$ cat config.mk
export PLATFORM = sky130hd
export DESIGN_NAME = fnd_scan_controller
export DESIGN_NICKNAME = d
export VERILOG_FILES = /design/src/rtl/fnd_scan_controller.sv
export SDC_FILE = /design/constraint.sdc
export NUM_CORES = 1
export LEC_CHECK = 0
export CAP_MARGIN = 0
export CORE_ASPECT_RATIO = 1.2
export CORE_MARGIN = 1.5
export CORE_UTILIZATION = 45
export DETAILED_ROUTE_END_ITERATION = 10
export PLACE_DENSITY = 0.79
export RECOVER_POWER = 25
export SETUP_SLACK_MARGIN = 0.5
export SYNTH_ARGS = -nofsm -noshare
export SYNTH_HDL_FRONTEND = slang
export SYNTH_SLANG_ARGS = --single-unit
export TNS_END_PERCENT = 50
$ cat constraint.sdc
create_clock -name clk -period 5.3 [get_ports clk]
set_input_delay 1.06 -clock clk [delete_from_list [all_inputs] [get_ports clk]]
set_output_delay 1.06 -clock clk [all_outputs]
set_load 0.01 [all_outputs]
$ cat src/rtl/fnd_scan_controller.sv
// fnd_scan_controller
// Reads the packed {hour, min, sec, msec} time word once per scan frame and
// multiplexes the selected field pair as four BCD digits onto a 4-digit
// common-anode 7-segment display. Anode and segment outputs are registered and active-low.
// Optional feature macro: FND_DP_BLINK_EN. When it is defined, the separator
// dp blinks at 1 Hz, driven by the snapshot msec field.
module fnd_scan_controller #(
    parameter int SCAN_DIV = 100_000,
    parameter int DP_DIGIT = 2
) (
    input  logic        clk,
    input  logic        rst,
    input  logic [31:0] i_time_data,
    input  logic        i_disp_sel,
    output logic [3:0]  o_fnd_com,
    output logic [7:0]  o_fnd_data,
    output logic        o_frame_tick
);

    localparam int CNT_W = (SCAN_DIV > 2) ? $clog2(SCAN_DIV) : 1;

    logic [CNT_W-1:0] cnt;
    logic [1:0]       idx;
    logic [31:0]      snap_time;
    logic             snap_sel;

    logic             slot_tick;
    logic             frame_load;
    logic [1:0]       idx_nxt;
    logic [31:0]      time_nxt;
    logic             sel_nxt;
    logic [7:0]       low_f;
    logic [7:0]       high_f;
    logic [7:0]       field;
    logic [3:0]       bcd;
    logic [6:0]       seg;
    logic             dp_on;
    logic [7:0]       data_nxt;

    // Active-low segment pattern {g,f,e,d,c,b,a} for one BCD digit.
    function automatic logic [6:0] seg7(input logic [3:0] d);
        case (d)
            4'd0:    seg7 = 7'h40;
            4'd1:    seg7 = 7'h79;
            4'd2:    seg7 = 7'h24;
            4'd3:    seg7 = 7'h30;
            4'd4:    seg7 = 7'h19;
            4'd5:    seg7 = 7'h12;
            4'd6:    seg7 = 7'h02;
            4'd7:    seg7 = 7'h78;
            4'd8:    seg7 = 7'h00;
            4'd9:    seg7 = 7'h10;
            default: seg7 = 7'h7F;
        endcase
    endfunction

    // Slot/frame strobes and the digit pattern for the slot about to be shown.
    // NOTE: every always_comb output gets a default first, so no path can leave
    // a signal unassigned and infer a latch.
    always_comb begin
        slot_tick  = (cnt == CNT_W'(SCAN_DIV - 1));
        frame_load = slot_tick && (idx == 2'd3);
        idx_nxt    = idx + 2'd1;
        time_nxt   = frame_load ? i_time_data : snap_time;
        sel_nxt    = frame_load ? i_disp_sel  : snap_sel;
        bcd        = 4'd0;
        seg        = 7'h3F;

        // Decoding uses the incoming snapshot and index, so the new frame's
        // idx0 digit already reflects the freshly loaded word.
        low_f  = sel_nxt ? time_nxt[23:16] : time_nxt[7:0];
        high_f = sel_nxt ? time_nxt[31:24] : time_nxt[15:8];
        field  = idx_nxt[1] ? high_f : low_f;

        if (field < 8'd100) begin
            bcd = idx_nxt[0] ? 4'(field / 8'd10) : 4'(field % 8'd10);
            seg = seg7(bcd);
        end

        dp_on = (idx_nxt == 2'(DP_DIGIT));
`ifdef FND_DP_BLINK_EN
        dp_on = dp_on && (time_nxt[7:0] < 8'd50);
`else
        dp_on = dp_on;
`endif
        data_nxt = {~dp_on, seg};
    end

    // Prescaler, scan index and frame snapshot.
    // NOTE: sequential state uses non-blocking assignments only, so every
    // register samples pre-edge values regardless of statement order.
    always_ff @(posedge clk or negedge rst) begin
        if (!rst) begin
            cnt       <= '0;
            idx       <= 2'd0;
            snap_time <= 32'd0;
            snap_sel  <= 1'b0;
        end else begin
            cnt <= slot_tick ? '0 : cnt + CNT_W'(1);
            if (slot_tick) begin
                idx <= idx_nxt;
            end
            if (frame_load) begin
                snap_time <= i_time_data;
                snap_sel  <= i_disp_sel;
            end
        end
    end

    // Registered display outputs. Anode and segments move on the same edge.
    always_ff @(posedge clk or negedge rst) begin
        if (!rst) begin
            o_fnd_com    <= 4'b1111;
            o_fnd_data   <= 8'hFF;
            o_frame_tick <= 1'b0;
        end else begin
            o_frame_tick <= frame_load;
            if (slot_tick) begin
                o_fnd_com  <= ~(4'b0001 << idx_nxt);
                o_fnd_data <= data_nxt;
            end
        end
    end

endmodule

==> impl_results.md, run 1 <==
* Vias in the first global route at 4106
* Multi-input combinational cell area at ~0.0029 mm2
* Seq/Total Area, Yosys at 36.12%
* GR Overflow Total at 0
* Final nets at 627
* Final Util at 64.30%
* Pwr/cell area at roughly 200 mW/mm2
* Max cap viols at 1
* Syn nets at 521
* Post-synth EDFFs at 0
* Asr flop ratio synth at 100.0%
* # placed instances at 650
* Share of cells above drive strength 1 at 30.31%
* Routed vias/inst at around 6
* CTS tree: done
* Count of cell types in the netlist at between 70 and 80
* Outcome: complete, but fails checks
* CP Capture Type: flip-flop
* Pre-CTS WS at -0.1180 ns
* Port bufs at 47
* Mapped Cells at approximately 470
* Die Y at around 110 um
* Post-synthesis simple-gate area fraction at 19.59%
* Final setup viols at 0
* Max frequency at 0.2028 GHz
* HPWL after DPL at 8.239 mm
* Non-filler cells, final at 707
* CP Max Fanout at 11
* Relative slew slack at -125.4%
* Setup TNS at 0 ns
* GRT Overall Usage at a little under a quarter
* Floorplan row count at 39
* Critical setup path kind: flip-flop to flip-flop
* Register area at about 0.0016 mm2
* Largest net degree at the start of global routing at 65
* Fillers at 667
* # DRC at 0
* Routed WL per cell at 18.72 um
* Hold WC Path Type: flip-flop to flip-flop
* Synth warn at 0
* CTS root buf: clkbuf_16
* WL final at between 10 and 15 mm
* Area growth syn-to-layout at 38.22%
* Clock latency on the worst-skew pair at approximately 0.33 ns
* Hold Crit Start: snap_time[25]$_DFF_PN0_
* Seq cells post-synth at 64
* Synthesized cell area at ~0.0045 mm2
* Fin crit period at roughly 5 ns
* XOR/XNOR Fraction of Synth Area at under 10%
* Global-route wire length before repair at 19.87 mm
* Post-CTS Hold Buffers at 0
* Worst r2r src: cnt[1]$_DFF_PN0_
* DIE AREA at around 0.011 mm2
* Die width at about 94 um
* P_leak at ~2.8 nW
* Worst Skew at roughly 0.0071 ns
* Final worst path period share at 93.04%
* Commonest non-fill, non-tap cell in the layout: nand2_1
* Antenna diodes at 0
* Pwr Total at 1.252 mW
* Initial Util at approximately 47%
* Predominant post-synthesis flop cell: dfrtp_1
* Num CTS Buffers at 9
* Critical Path Source: cnt[1]$_DFF_PN0_
* Failing checks: capacitance limit, slew limit
* Max clock buf depth at 2
* Clock H-tree levels at 3
* Worst slew pin tran at between 3 and 4 ns
* Via Count at 4248
* Peak VDD IR at between 200 and 250 uV
* Hold slack at approximately 0.48 ns
* Setup WS post-layout at between 0.3 and 0.4 ns
* Max-slew violation count at 65
* Post-DP Area at around 0.0052 mm2
* Post-synthesis adder-cell area fraction at under 10%
* Critical path required time at 5.55 ns
* Post-layout instance area at 0.006181 mm2
* Core area at 0.009613 mm2
* Complex-gate fraction of the synthesized area at approximately 15%
* CTS sink cnt at 64
* # IOs at 48
* Setup crit start kind: flip-flop
* Proportion of synthesized area in mux cells at 17.18%
* Final ANT Viol Nets at 0
* 1st-pass router iterations at 6
* Initial antenna violation count at 0
* 1st-iter DRT viols at approximately 220
* Clk slew on worst S/H paths at 0.06 ns
* Largest family of logic cells by synthesized area: simple AND/OR/NAND/NOR gates
* Hold Vio Cnt, Final at 0
* Commonest non-fill, non-tap cells in the layout: nand2_1, buf_4, dfrtp_1, mux2i_1, clkdlybuf4s50_1
* GP Congestion at 0.9455
* Critical path arrival at between 5 and 6 ns
* Unrepaired setup endpoints after global routing: no
* Synthesized area per cell at 9.454 um2
==> per-layer routing <==
metal	vias to the layer above	part of all wire, %	global-route usage (%)
met2	191	50	40.48
met1	2078	39	29.08
met4	0	5.6	13.23
li1	1917	-	-
met3	62	5.6	3.388
met5	-	0	0
==> state kept, by name, indices dropped and copies added, names as in the netlist <==
name,cells
o_frame_tick,1
o_fnd_com,4
idx,2
snap_time,32
o_fnd_data,7
cnt,17
snap_sel,1
==> power breakdown <==
group,switching (mW),total (mW),internal (mW)
sequential,0.000377,0.491,0.491
clock,0.221,0.695,0.474
combinational,0.0299,0.0656,0.0358
total,0.251,1.25,1.00
==> worst paths after layout <==
kind,to,slack (ns),cells past startpoint
worst max register to register,o_fnd_data[4]$_DFFE_PN1N_,0.37,20
worst min register to register,snap_time[25]$_DFF_PN0_,0.48,2
worst max-delay path,o_fnd_data[4]$_DFFE_PN1N_,0.37,20
max in group asynchronous,snap_sel$_DFF_PN0_,1.19,2
worst min-delay path,snap_time[25]$_DFF_PN0_,0.48,2
min in group asynchronous,snap_time[31]$_DFF_PN0_,1.97,2
==> cell usage after synthesis, types with 8 or more instances <==
| master | number | area, um2 |
|---|---|---|
| nand2_1 | 94 | 352.8 |
| dfrtp_1 | 53 | 1326 |
| mux2i_1 | 34 | 340.3 |
| nor2_1 | 26 | 97.59 |
| mux2_2 | 17 | 191.4 |
| inv_1 | 16 | 60.06 |
| o21ai_0 | 15 | 75.07 |
| a21oi_1 | 14 | 70.07 |
| clkbuf_1 | 14 | 52.55 |
| ha_1 | 13 | 162.7 |
| buf_2 | 11 | 55.05 |
| dfstp_2 | 11 | 289.0 |
| xnor2_1 | 11 | 96.34 |
| mux4_2 | 10 | 225.2 |
| nand3_1 | 10 | 50.05 |
| nor3_1 | 10 | 50.05 |
| xor2_1 | 8 | 70.07 |
==> cell type report <==
type	instances	share of cell area, %
multi-input combinational	361	46.11
clock inverter	6	1.862
clock buffer	10	3.866
inverter	19	1.417
timing repair buffer	122	17.81
timing repair inverter	2	0.2834
sequential	64	26.15
tap	123	2.490
==> worst max-delay path, cell delays in order (launching register included) <==
cell	delay [ns]
dfrtp_1	0.36
ha_1	0.20
and4_1	0.27
and4_1	0.35
nand2_8	0.10
clkinv_8	0.09
buf_4	0.11
buf_4	0.10
buf_4	0.17
mux2_2	0.42
mux4_2	0.59
nand3_4	0.14
a211oi_4	0.06
buf_4	0.15
or3_4	0.36
o31ai_2	0.33
o221a_4	0.28
inv_1	0.06
ha_1	0.22
mux2_1	0.32
a31oi_1	0.17
==> what timing repair did <==
action,CTS,global route
resized for setup,10,60
pin swaps,4,21
setup buffers,19,19
cloned,1,2
setup endpoints to repair,7,7
==> cells by family after synthesis <==
kind of cell,Yosys count
simple gates,180
compound gates,86
flops,64
mux,62
buf+inv,48
xor+xnor,19
fa+ha+maj,14
(Power assumes the default switching activity.)
==> run 2: changes to the inputs <==
--- a/config.mk
+++ b/config.mk
@@ -9,6 +9,7 @@
 export CORE_ASPECT_RATIO = 1.2
 export CORE_MARGIN = 1.5
 export CORE_UTILIZATION = 45
+export CTS_CLUSTER_SIZE = 10
 export DETAILED_ROUTE_END_ITERATION = 10
 export PLACE_DENSITY = 0.79
 export RECOVER_POWER = 25
==> constraint.sdc (replaced) <==
create_clock -name clk -period 5.3 [get_ports clk]
set_input_delay 1.06 -clock clk [delete_from_list [all_inputs] [get_ports clk]]
set_output_delay 1.06 -clock clk [all_outputs]
set_load 0.02 [all_outputs]
==> results of run 2 <==
Final layout, timing and power as in run 1 (identical DEF).
==> variant 1 (config.mk and constraints of run 2) <==
The option `FND_DP_BLINK_EN` is turned on by a define.
--- a/src/rtl/fnd_scan_controller.sv
+++ b/src/rtl/fnd_scan_controller.sv
@@ -4,6 +4,8 @@
 // common-anode 7-segment display. Anode and segment outputs are registered and active-low.
 // Optional feature macro: FND_DP_BLINK_EN. When it is defined, the separator
 // dp blinks at 1 Hz, driven by the snapshot msec field.
+`define FND_DP_BLINK_EN
+
 module fnd_scan_controller #(
     parameter int SCAN_DIV = 100_000,
     parameter int DP_DIGIT = 2
Behaviour: no difference found for any inputs over 10 cycles, from zero or initial values and one cycle with rst low; that may be too few to reach the edited logic, so the function may still have changed.
==> variant 1 against run 2 <==
The run still ends with max-capacitance violations, max-slew violations left; setup slack worse by 280 ps; final area shrank 5.2%; area after synthesis shrank 6.7%; global-route usage grew 0.60 points; sequential cell count rose by 1; critical path type unchanged; routed wire length shrank 11%; highest routed layer unchanged; power shrank 26%; utilization grew 0.56 points; first-iteration DRC count decreased by 2.7%.
==> variant 1: results (changes against run 2) <==
| Metric | Value |
|---|---|
| Status | finished, violations left |
| Failing checks | max-capacitance violations, max-slew violations |
| Root Buffer | clkbuf_8 |
| Post-CTS Setup Bufs | 28 (+9) |
| RD Place Congestion | 0.859 (-9.2%) |
| Library cells used by synthesis | 59 (-19%) |
| Net Sw Power | 217 µW (-14%) |
| First-pass DRT Iterations | 4 (-2) |
| Main area contributors after synthesis | dfrtp_1 32%, nand2_1 9.3%, dfstp_2 7.6% |
| Placed Instances | 657 (+1.1%) |
| Pins over their slew limit | 66 (+1.5%) |
| Max Cap Viol | 1 (unchanged) |
| Max IR drop VDD | 0.000167 V (-27%) |
| R2r startpoint | cnt[0]$_DFF_PN0_ |
| M3 GR Usage | 0.0387 (+0.00480) |
| Hold_sp | snap_time[14]$_DFF_PN0_ |
| Compound-Gate Fraction of Synth Area | 0.124 (-0.0233) |
| Combinational power | 61.5 µW (-6.2%) |
| Seq/Total Area, Yosys | 0.394 (+0.0324) |
| Mean area per synthesized cell | 9.52 µm² (+0.71%) |
| Worst-skew pair later-pin latency | 360 ps (+30 ps) |
| Met2 Wirelength | 6050 µm (-8.3%) |
| Adder-cell area share of the yosys netlist | 0.0417 (+0.00309) |
| Met3 Wirelength | 428 µm (-42%) |
| CP top delay family | simple AND/OR/NAND/NOR gates |
| Place WS | -405 ps (-287 ps) |
| Via density | 5.62 (-6.5%) |
| Regs by FF count | snap_time (32), cnt (17), o_fnd_data (8) |
| Largest net degree at the start of global routing | 66 (+1.5%) |
| Number of DRC markers in iteration 0 | 216 (-2.7%) |
| Fraction of layout cells with a size suffix above 1 | 0.341 (+0.0376) |
| M1 WL | 4720 µm (-8.4%) |
| DP Wirelength | 8090 µm (-1.8%) |
| Mux cell area share after synthesis | 0.177 (+0.00522) |
| Combinational fraction of design power | 0.066 (+0.014) |
| Critical path data arrival time | 5480 ps (+300 ps) |
| Met2 GRT Util | 0.439 (+0.0345) |
| Worst R2R End | o_fnd_data[5]$_DFFE_PN1N_ |
| Slowest cell delay on critical path | 550 ps (-40 ps) |
| # nets final | 630 (+0.48%) |
| GR Layer Usage met1 | 0.280 (-0.0103) |
| Worst Hold End | snap_time[14]$_DFF_PN0_ |
| Setup crit start | cnt[0]$_DFF_PN0_ |
| First-pass GRT wire length | 19,000 µm (-4.5%) |
[variant 1: cell type report]
cell class | instances | area (µm²) | area share
inverters | 15 | 58.8 | 0.0100
repair buffers | 151 | 1280 | 0.218
multi-input cells | 340 | 2560 | 0.437
clock buffers | 13 | 149 | 0.0254
clock inverters | 3 | 17.5 | 0.00299
well taps | 120 | 150 | 0.0256
flip-flops and latches | 65 | 1640 | 0.280
[variant 1: worst max-delay path by stage]
stage                                end  slack (ps)  cells past startpoint
6_report       o_fnd_data[5]$_DFFE_PN1N_          90                     22
5_1_grt        o_fnd_data[5]$_DFFE_PN1N_        -110                     21
4_1_cts        o_fnd_data[4]$_DFFE_PN1N_         170                     21
3_5_place_dp   o_fnd_data[4]$_DFFE_PN1N_        -400                     19
3_3_place_gp   o_fnd_data[4]$_DFFE_PN1N_        -290                     20
2_1_floorplan  o_fnd_data[3]$_DFFE_PN1N_         120                     21
==> variant 2 (flow settings as in run 2) <==
Without the edit above. Register the inputs `i_time_data` and `i_disp_sel` before use. The logic sees them one clock later.
--- a/src/rtl/fnd_scan_controller.sv
+++ b/src/rtl/fnd_scan_controller.sv
@@ -18,6 +18,14 @@
 );
 
     localparam int CNT_W = (SCAN_DIV > 2) ? $clog2(SCAN_DIV) : 1;
+
+    logic [31:0] i_time_data_q;
+    logic i_disp_sel_q;
+
+    always_ff @(posedge clk) begin
+        i_time_data_q <= i_time_data;
+        i_disp_sel_q  <= i_disp_sel;
+    end
 
     logic [CNT_W-1:0] cnt;
     logic [1:0]       idx;
@@ -61,8 +69,8 @@
         slot_tick  = (cnt == CNT_W'(SCAN_DIV - 1));
         frame_load = slot_tick && (idx == 2'd3);
         idx_nxt    = idx + 2'd1;
-        time_nxt   = frame_load ? i_time_data : snap_time;
-        sel_nxt    = frame_load ? i_disp_sel  : snap_sel;
+        time_nxt   = frame_load ? i_time_data_q : snap_time;
+        sel_nxt    = frame_load ? i_disp_sel_q : snap_sel;
         bcd        = 4'd0;
         seg        = 7'h3F;
 
@@ -101,8 +109,8 @@
                 idx <= idx_nxt;
             end
             if (frame_load) begin
-                snap_time <= i_time_data;
-                snap_sel  <= i_disp_sel;
+                snap_time <= i_time_data_q;
+                snap_sel  <= i_disp_sel_q;
             end
         end
     end
Check against the original RTL: same outputs for any inputs over 10 cycles, from zero or initial values and one cycle with rst low; that may be too few to reach the edited logic, so the function may still have changed.
==> variant 2 against run 2 <==
The run still ends with max-capacitance violations, max-slew violations left; fmax is 4.4% lower; area after synthesis is 14% higher; final area is 7.7% higher; largest power group is now registers; power is 16% higher; critical endpoint is now o_fnd_data[0]$_DFFE_PN1N_; routed wire length is 5.0% lower; setup slack worse by 230 ps; sequential cell count is 33 higher; worst hold slack worse by 44 ps; synthesized cell count is 5.5% higher.
==> variant 2: results (changes against run 2) <==
| Metric | Value |
|---|---|
| CP top delay family | simple AND/OR/NAND/NOR gates |
| Power Total | 1450 µW (+16%) |
| Met2 GRT Util | 0.362 (-0.0426) |
| Max Cap Viol | 1 (unchanged) |
| Compound-Gate Fraction of Synth Area | 0.121 (-0.0259) |
| Cell row count | 42 (+7.7%) |
| Failing checks | max-capacitance violations, max-slew violations |
| M3 GR Usage | 0.0268 (-0.00708) |
| Post-synthesis xor/xnor area fraction | 0.0308 (-0.00641) |
| Worst Clk Skew | 7.02 ps (-0.0299 ps) |
| Adder-cell area share of the yosys netlist | 0.0359 (-0.00267) |
| Ys async rst share | 0.660 (-0.340) |
| Critical path capture point | o_fnd_data[0]$_DFFE_PN1N_ |
| Hold_ws | 433 ps (-44.5 ps) |
| RD Place Congestion | 0.865 (-8.5%) |
| Hold_sp | i_time_data_q[0]$_DFF_P_ |
| DR WL/cell | 17.0 µm (-9.1%) |
| Crit-path max FO | 6 (-5) |
| Slowest cell delay on critical path | 570 ps (-20 ps) |
| GR Layer Usage met1 | 0.248 (-0.0426) |
| Number of DRC markers in iteration 0 | 269 (+21%) |
| Library cells used by synthesis | 77 (+5.5%) |
| Mux cell area share after synthesis | 0.152 (-0.0202) |
| Vias in the first global route | 4,287 (+4.4%) |
| Post-Route WL | 12,600 µm (-5.0%) |
| Status | finished, violations left |
| Critical path data arrival time | 5430 ps (+250 ps) |
| Pins over their slew limit | 65 (unchanged) |
| Slew @ Worst Pin | 3480 ps (+101 ps) |
| Met2 Wirelength | 6510 µm (-1.3%) |
| # nets final | 650 (+3.7%) |
| P_int | 1150 µW (+15%) |
## variant 2: cell types whose count changed in the layout (fill, tap and decap cells not counted), moves of 7 or more
| cell | delta |
|---|---|
| a21oi_1 | -9 |
| clkdlybuf4s50_1 | -15 |
| dfxtp_1 | +33 |
| dlygate4sd3_1 | +33 |
| dlymetal6s2s_1 | -17 |
| mux2_2 | +7 |
| nand2_1 | +7 |
| nor2_1 | +8 |
| nor3_1 | -8 |
## variant 2: area by class of cell
type                            count  area share
Inverter                           16     0.00902
Clock buffer                       11      0.0365
Multi-Input combinational cell    362       0.428
Timing Repair Buffer              116       0.151
Sequential cell                    97       0.342
Clock inverter                      5     0.00846
Tap cell                          132      0.0248
## variant 2: timing repair
action | 4_1_cts | 5_1_grt
hold endpoints to repair | 0 | 0
hold buffers | 0 | 0
resized for setup | 12 | 20
setup buffers | 40 | 12
gates cloned | 1 | 0
setup endpoints to repair | 7 | 7
pin swaps | 17 | 23
